**config.mk**
```make
export PLATFORM = sky130hd
export DESIGN_NAME = regfile_sb
export DESIGN_NICKNAME = d
export VERILOG_FILES = /design/src/rtl/cpu_pkg.sv /design/src/rtl/regfile_sb_scoreboard.sv /design/src/rtl/regfile_sb.sv
export SDC_FILE = /design/constraint.sdc
export NUM_CORES = 2
export LEC_CHECK = 0
export ABC_AREA = 0
export CORE_ASPECT_RATIO = 1.2
export CORE_UTILIZATION = 50
export CTS_BUF_LIST = sky130_fd_sc_hd__clkbuf_16
export DETAILED_ROUTE_END_ITERATION = 6
export MAX_ROUTING_LAYER = met4
export PLACE_DENSITY_LB_ADDON = 0.2
export SYNTH_ARGS = -nofsm -noshare
export SYNTH_HDL_FRONTEND = slang
export SYNTH_HIERARCHICAL = 1
export SYNTH_SLANG_ARGS = --single-unit
```
**constraint.sdc**
```tcl
create_clock -name clk -period 6.35 [get_ports clk]
set_input_delay 1.27 -clock clk [delete_from_list [all_inputs] [get_ports clk]]
set_output_delay 1.27 -clock clk [all_outputs]
set_load 0.1 [all_outputs]
```
**src/rtl/cpu_pkg.sv**
```systemverilog
// Shared CPU core definitions: register file geometry and common types.
package cpu_pkg;

   localparam int unsigned REG_ADDR_W = 5;
   localparam int unsigned REG_DATA_W = 32;

   localparam logic [REG_ADDR_W-1:0] ZERO_ADDR = '0;

   typedef logic [REG_ADDR_W-1:0] reg_addr_t;
   typedef logic [REG_DATA_W-1:0] reg_data_t;

endpackage

```
**src/rtl/regfile_sb_scoreboard.sv**
```systemverilog
// Per-register busy scoreboard with registered busy population count.
// Ports:
//   clk, rst_n              clock, async active-low reset
//   clr_a/clr_a_addr        clear request from write port A
//   clr_b/clr_b_addr        clear request from write port B
//   set/set_addr            set request from issue
//   flush                   clear every busy bit (overrides set/clear)
//   busy                    registered busy vector
//   busy_cnt                registered count of set busy bits
module regfile_sb_scoreboard
   import cpu_pkg::*;
#(
   parameter int unsigned ADDR_W = REG_ADDR_W
) (
   input  logic                  clk,
   input  logic                  rst_n,
   input  logic                  clr_a,
   input  logic [ADDR_W-1:0]     clr_a_addr,
   input  logic                  clr_b,
   input  logic [ADDR_W-1:0]     clr_b_addr,
   input  logic                  set,
   input  logic [ADDR_W-1:0]     set_addr,
   input  logic                  flush,
   output logic [2**ADDR_W-1:0]  busy,
   output logic [ADDR_W:0]       busy_cnt
);

   localparam int unsigned DEPTH = 2**ADDR_W;
   localparam int unsigned CNT_W = ADDR_W + 1;

   logic [DEPTH-1:0] busy_nxt;
   logic [CNT_W-1:0] cnt_nxt;

   // Next busy vector: clears first so a same-cycle set (newer producer) wins; flush beats all.
   always_comb begin
      busy_nxt = busy;
      if (clr_a) busy_nxt[clr_a_addr] = 1'b0;
      if (clr_b) busy_nxt[clr_b_addr] = 1'b0;
      if (set)   busy_nxt[set_addr]   = 1'b1;
      if (flush) busy_nxt = '0;
   end

   // Population count of the next-state vector so busy_cnt tracks busy exactly.
   always_comb begin
      cnt_nxt = '0;
      for (int unsigned i = 0; i < DEPTH; i++) begin
         cnt_nxt = cnt_nxt + CNT_W'(busy_nxt[i]);
      end
   end

   always_ff @(posedge clk or negedge rst_n) begin
      if (!rst_n) begin
         busy     <= '0;
         busy_cnt <= '0;
      end else begin
         busy     <= busy_nxt;
         busy_cnt <= cnt_nxt;
      end
   end

endmodule

```
**src/rtl/regfile_sb.sv**
```systemverilog
// General-purpose register file with NRD read ports, two prioritised write
// ports, optional zero register, optional write-to-read bypass and a busy
// scoreboard for decode-stage stalls.
// Ports:
//   clk, rst_n                 clock, async active-low reset
//   rd_addr/rd_data/rd_busy    packed read ports (combinational data and busy)
//   wa_*                       write port A (ALU writeback, higher priority)
//   wb_*                       write port B (load writeback)
//   iss_en/iss_addr            mark destination register busy
//   flush                      clear all busy bits
//   busy_cnt                   registered number of busy registers
module regfile_sb
   import cpu_pkg::*;
#(
   parameter int unsigned DATA_W   = REG_DATA_W,
   parameter int unsigned ADDR_W   = REG_ADDR_W,
   parameter int unsigned NRD      = 2,
   parameter int unsigned ZERO_REG = 1,
   parameter int unsigned BYPASS   = 1
) (
   input  logic                  clk,
   input  logic                  rst_n,
   input  logic [NRD*ADDR_W-1:0] rd_addr,
   output logic [NRD*DATA_W-1:0] rd_data,
   output logic [NRD-1:0]        rd_busy,
   input  logic                  wa_en,
   input  logic [ADDR_W-1:0]     wa_addr,
   input  logic [DATA_W-1:0]     wa_data,
   input  logic                  wb_en,
   input  logic [ADDR_W-1:0]     wb_addr,
   input  logic [DATA_W-1:0]     wb_data,
   input  logic                  iss_en,
   input  logic [ADDR_W-1:0]     iss_addr,
   input  logic                  flush,
   output logic [ADDR_W:0]       busy_cnt
);

   localparam int unsigned DEPTH = 2**ADDR_W;

   logic [DATA_W-1:0] mem [DEPTH];
   logic [DEPTH-1:0]  busy;
   logic              wa_we;
   logic              wb_we;
   logic              wb_store;
   logic              iss_we;

   function automatic logic is_zero(input logic [ADDR_W-1:0] a);
      return (ZERO_REG != 0) && (a == ADDR_W'(ZERO_ADDR));
   endfunction

   // Effective enables; a low enable masks any X on its address.
   assign wa_we    = wa_en  && !is_zero(wa_addr);
   assign wb_we    = wb_en  && !is_zero(wb_addr);
   assign iss_we   = iss_en && !is_zero(iss_addr);
   assign wb_store = wb_we  && !(wa_we && (wa_addr == wb_addr));

   // Storage array.
   always_ff @(posedge clk or negedge rst_n) begin
      if (!rst_n) begin
         for (int unsigned i = 0; i < DEPTH; i++) begin
            mem[i] <= '0;
         end
      end else begin
         if (wa_we)    mem[wa_addr] <= wa_data;
         if (wb_store) mem[wb_addr] <= wb_data;
      end
   end

   regfile_sb_scoreboard #(
      .ADDR_W (ADDR_W)
   ) u_sb (
      .clk        (clk),
      .rst_n      (rst_n),
      .clr_a      (wa_we),
      .clr_a_addr (wa_addr),
      .clr_b      (wb_we),
      .clr_b_addr (wb_addr),
      .set        (iss_we),
      .set_addr   (iss_addr),
      .flush      (flush),
      .busy       (busy),
      .busy_cnt   (busy_cnt)
   );

   logic [ADDR_W-1:0] addr;
   logic [DATA_W-1:0] val;
   logic              hit_a;
   logic              hit_b;
   logic              bsy;

   // Read muxes: A bypass beats B bypass beats storage; reset and r0 force zero.
   always_comb begin
      rd_data = '0;
      rd_busy = '0;
      addr    = '0;
      val     = '0;
      hit_a   = 1'b0;
      hit_b   = 1'b0;
      bsy     = 1'b0;
      for (int unsigned k = 0; k < NRD; k++) begin
         addr  = rd_addr[k*ADDR_W +: ADDR_W];
         hit_a = (BYPASS != 0) && wa_we && (wa_addr == addr);
         hit_b = (BYPASS != 0) && wb_we && (wb_addr == addr);
         val   = mem[addr];
         if (hit_a)      val = wa_data;
         else if (hit_b) val = wb_data;
         bsy = busy[addr] && !(hit_a || hit_b);
         if (!rst_n || is_zero(addr)) begin
            val = '0;
            bsy = 1'b0;
         end
         rd_data[k*DATA_W +: DATA_W] = val;
         rd_busy[k]                  = bsy;
      end
   end

endmodule

```
==> impl_metrics.json <==
{
  "status": "finished, final reports clean",
  "ys_ff_latch": 1062,
  "wire_per_inst_um": 32.29,
  "cts_made_buffers": 118,
  "met1_length_um": 106200,
  "core_um2": 135700,
  "final_util": 0.5720,
  "worstPathRequired_ns": 7.03,
  "period_minus_slack_ns": 6.257,
  "clock_skew_ns": 0.02876,
  "dominantRegCellSynth": "dfrtp_1",
  "power_density_nw_per_um2": 289.2,
  "netlist_area_um2": 68390,
  "vias": 61010,
  "synth_sequential_area_ratio": 0.3886,
  "grt_pass1_vias": 58990,
  "top_layer": "met4",
  "fmax_ghz": 0.1598,
  "relSlewSlack": 0.03532,
  "dieArea_um2": 138300,
  "grtUsageTotal": 0.4231,
  "start_util": 0.5038,
  "wl_met2_um": 123600,
  "die_x_um": 339.6,
  "fin_cells": 8973,
  "arrival_ns": 6.93,
  "ir_worst_vdd_v": 0.0002450,
  "worst_pin_slew_ns": 1.444,
  "antenna_found_initial": 9,
  "syn-instance-count": 7188,
  "dp.cells": 8732,
  "layout.nets": 7190,
  "cts_tree": "yes",
  "viasPerCell": 6.799,
  "root_buffer": "clkbuf_16",
  "fin_crit_sh": 0.9854,
  "cts_max_level": 3,
  "clockBufferDepth": 3,
  "dpl_cell_area_um2": 73590,
  "synth-edff-count": 0,
  "slew_viol_final": 0,
  "reg2reg_depth": 16,
  "ctsHoldBuffers": 0,
  "synth_area_leaders": "dfrtp_1, mux2i_1, o21ai_0",
  "finalSetupViolations": 0,
  "drtIter0Drc": 8287,
  "hold_viol": 0,
  "synth.top_cell.area_share": 0.3886,
  "power.total_mw": 22.46,
  "drive_gt1_frac": 0.1366,
  "route.met3.wl_um": 35690,
  "startpoint_type": "input pin",
  "place_hpwl_um": 177500,
  "synth_cell_types": 64,
  "clock_latency_ns": 0.78,
  "rsz0062_at_grt": "yes",
  "yosysWarnings": 6,
  "area_growth_pct": 13.53,
  "p_leak_nw": 33.08,
  "overflow": 0,
  "io_pins": 167,
  "wirelength_um": 289700,
  "die_height_um": 407.1,
  "crit_type": "input pin to register",
  "whs_ns": 0.3216,
  "first_pass_iters": 7,
  "hold_path_class": "input pin to async pin",
  "clk_pin_slew_worst_paths_ns": 0.06,
  "critPathMaxFanout": 4,
  "stdcell_area_um2": 77640,
  "avgSynthCellArea_um2": 9.514,
  "io_buffers": 166,
  "grt_pass1_wl_um": 416000,
  "place.gp.congestion": 0.9693,
  "drc": 0,
  "drv_cap": 0,
  "synth_nets": 7315,
  "async_reset_ff_frac": 1.000,
  "antenna_left": 0,
  "synth_top_cell_by_area": "dfrtp_1",
  "rows": 148,
  "grt_max_degree": 162,
  "cts_sinks": 1062,
  "critPathCaptureType": "register"
}
[path summary, 6_finish.rpt]
path,from,to,slack (ns)
max,wa_addr[0],u_sb/busy_cnt[4],0.09
min,rst_n,mem[423],0.32
max reg2reg,u_sb/busy[26],u_sb/busy_cnt[4],1.25
min reg2reg,mem[993],mem[993],0.39
max in group asynchronous,rst_n,mem[592],3.01
min in group clk,mem[993],mem[993],0.39
[critical path: stages]
cell,delay [ns]
dlygate4sd2_1,0.23
or2_4,0.14
o21ai_4,0.05
inv_2,0.09
buf_4,0.12
or4b_4,0.52
o22ai_4,0.22
o32ai_4,0.14
fa_1,0.53
inv_2,0.05
fa_1,0.49
fa_1,0.53
inv_2,0.04
fa_2,0.44
fa_1,0.52
inv_1,0.05
fa_1,0.52
inv_2,0.05
ha_4,0.15
fa_2,0.34
a21o_1,0.17
a21oi_2,0.13
xnor2_1,0.12
[logic make-up (layout without fill, tap and decap cells)]
group                    after synthesis  in the layout  share of synthesized area
multiplexers                        1874           1874                     0.3038
other                                  0             13                          0
flip-flops                          1062           1062                     0.3886
adder cells (fa/ha/maj)               32             32                   0.008489
XOR/XNOR                              28             28                   0.003586
buffers and inverters                879            851                    0.05296
AND/OR/NAND/NOR                     1610           1610                     0.1030
AO/OA/AOI/OAI                       1703           1703                     0.1396
[cells in the mapped netlist, types with 35 or more instances]
| cell | n |
|---|---|
| a21oi_1 | 96 |
| a221oi_1 | 93 |
| and4_1 | 63 |
| buf_1 | 52 |
| buf_2 | 233 |
| clkbuf_1 | 522 |
| dfrtp_1 | 1062 |
| inv_1 | 52 |
| mux2i_1 | 1684 |
| mux4_2 | 158 |
| nand2_1 | 1140 |
| nor2_1 | 166 |
| nor3_1 | 40 |
| o21ai_0 | 1146 |
| o21ai_1 | 35 |
| o22ai_1 | 244 |
[power breakdown]
group / total (mW) / switching, mW / leakage, nW / internal [mW]
clock: 6.93 / 3.10 / 1.90 / 3.84
combinational: 5.76 / 3.21 / 17.8 / 2.54
sequential: 9.77 / 1.32 / 13.4 / 8.44
[flip-flops by register name (all words and copies together), names as in the netlist]
| name | count |
|---|---|
| mem | 1024 |
| u_sb/busy | 32 |
| u_sb/busy_cnt | 6 |
[through the flow]
step / setup slack (ns) / TNS (ns)
after floorplan: -0.3084 / -0.4915
after detailed placement: -0.9780 / -4.517
after global routing: -0.03042 / -0.03042
after global placement: -0.9561 / -4.386
after CTS: 0.007506 / 0
final: 0.09299 / 0
[area by class of cell]
| cell class | instances | area (µm²) |
|---|---|---|
| multi-input combinational | 5247 | 38890 |
| inverter | 53 | 198.9 |
| tap | 1800 | 2252 |
| fill | 11620 | 58090 |
| clock buffer | 119 | 2978 |
| sequential | 1062 | 26580 |
| clock inverter | 98 | 789.5 |
| timing repair buffer | 581 | 5924 |
| antenna | 13 | 32.53 |
[placed cells by master (no fill, tap or decap), types with 32 or more instances in the layout]
master           netlist  layout
a21oi_1               96      94
a221oi_1              93      93
and4_1                63      62
buf_12                 0     104
buf_4                  3     376
clkbuf_16              0     119
clkdlybuf4s50_1        0      76
clkinv_1               1      35
dfrtp_1             1062    1062
inv_1                 52      61
mux2_2                32      32
mux2i_1             1684    1684
mux4_2               158     158
nand2_1             1140    1135
nor2_1               166     139
nor2_4                 0      44
nor3_1                40      39
nor4_1                34      32
o2111ai_1             33      33
o21ai_0             1146    1145
o21ai_1               35      36
o22ai_1              244     241
[repair_timing]
action / in CTS / in global routing
endpoints found under the setup margin: 4 / 4
setup buffers: 6 / 7
hold endpoints to repair: 0 / 0
gates resized for setup: 50 / 13
pin swaps: 29 / 27
[per-layer routing]
layer	global-route usage	vias up
met5	-	-
met4	0.2893	0
met3	0.1118	1294
met2	0.6023	4351
met1	0.5245	29730
li1	-	25640
Note: power is estimated with default switching activity, not from simulation.
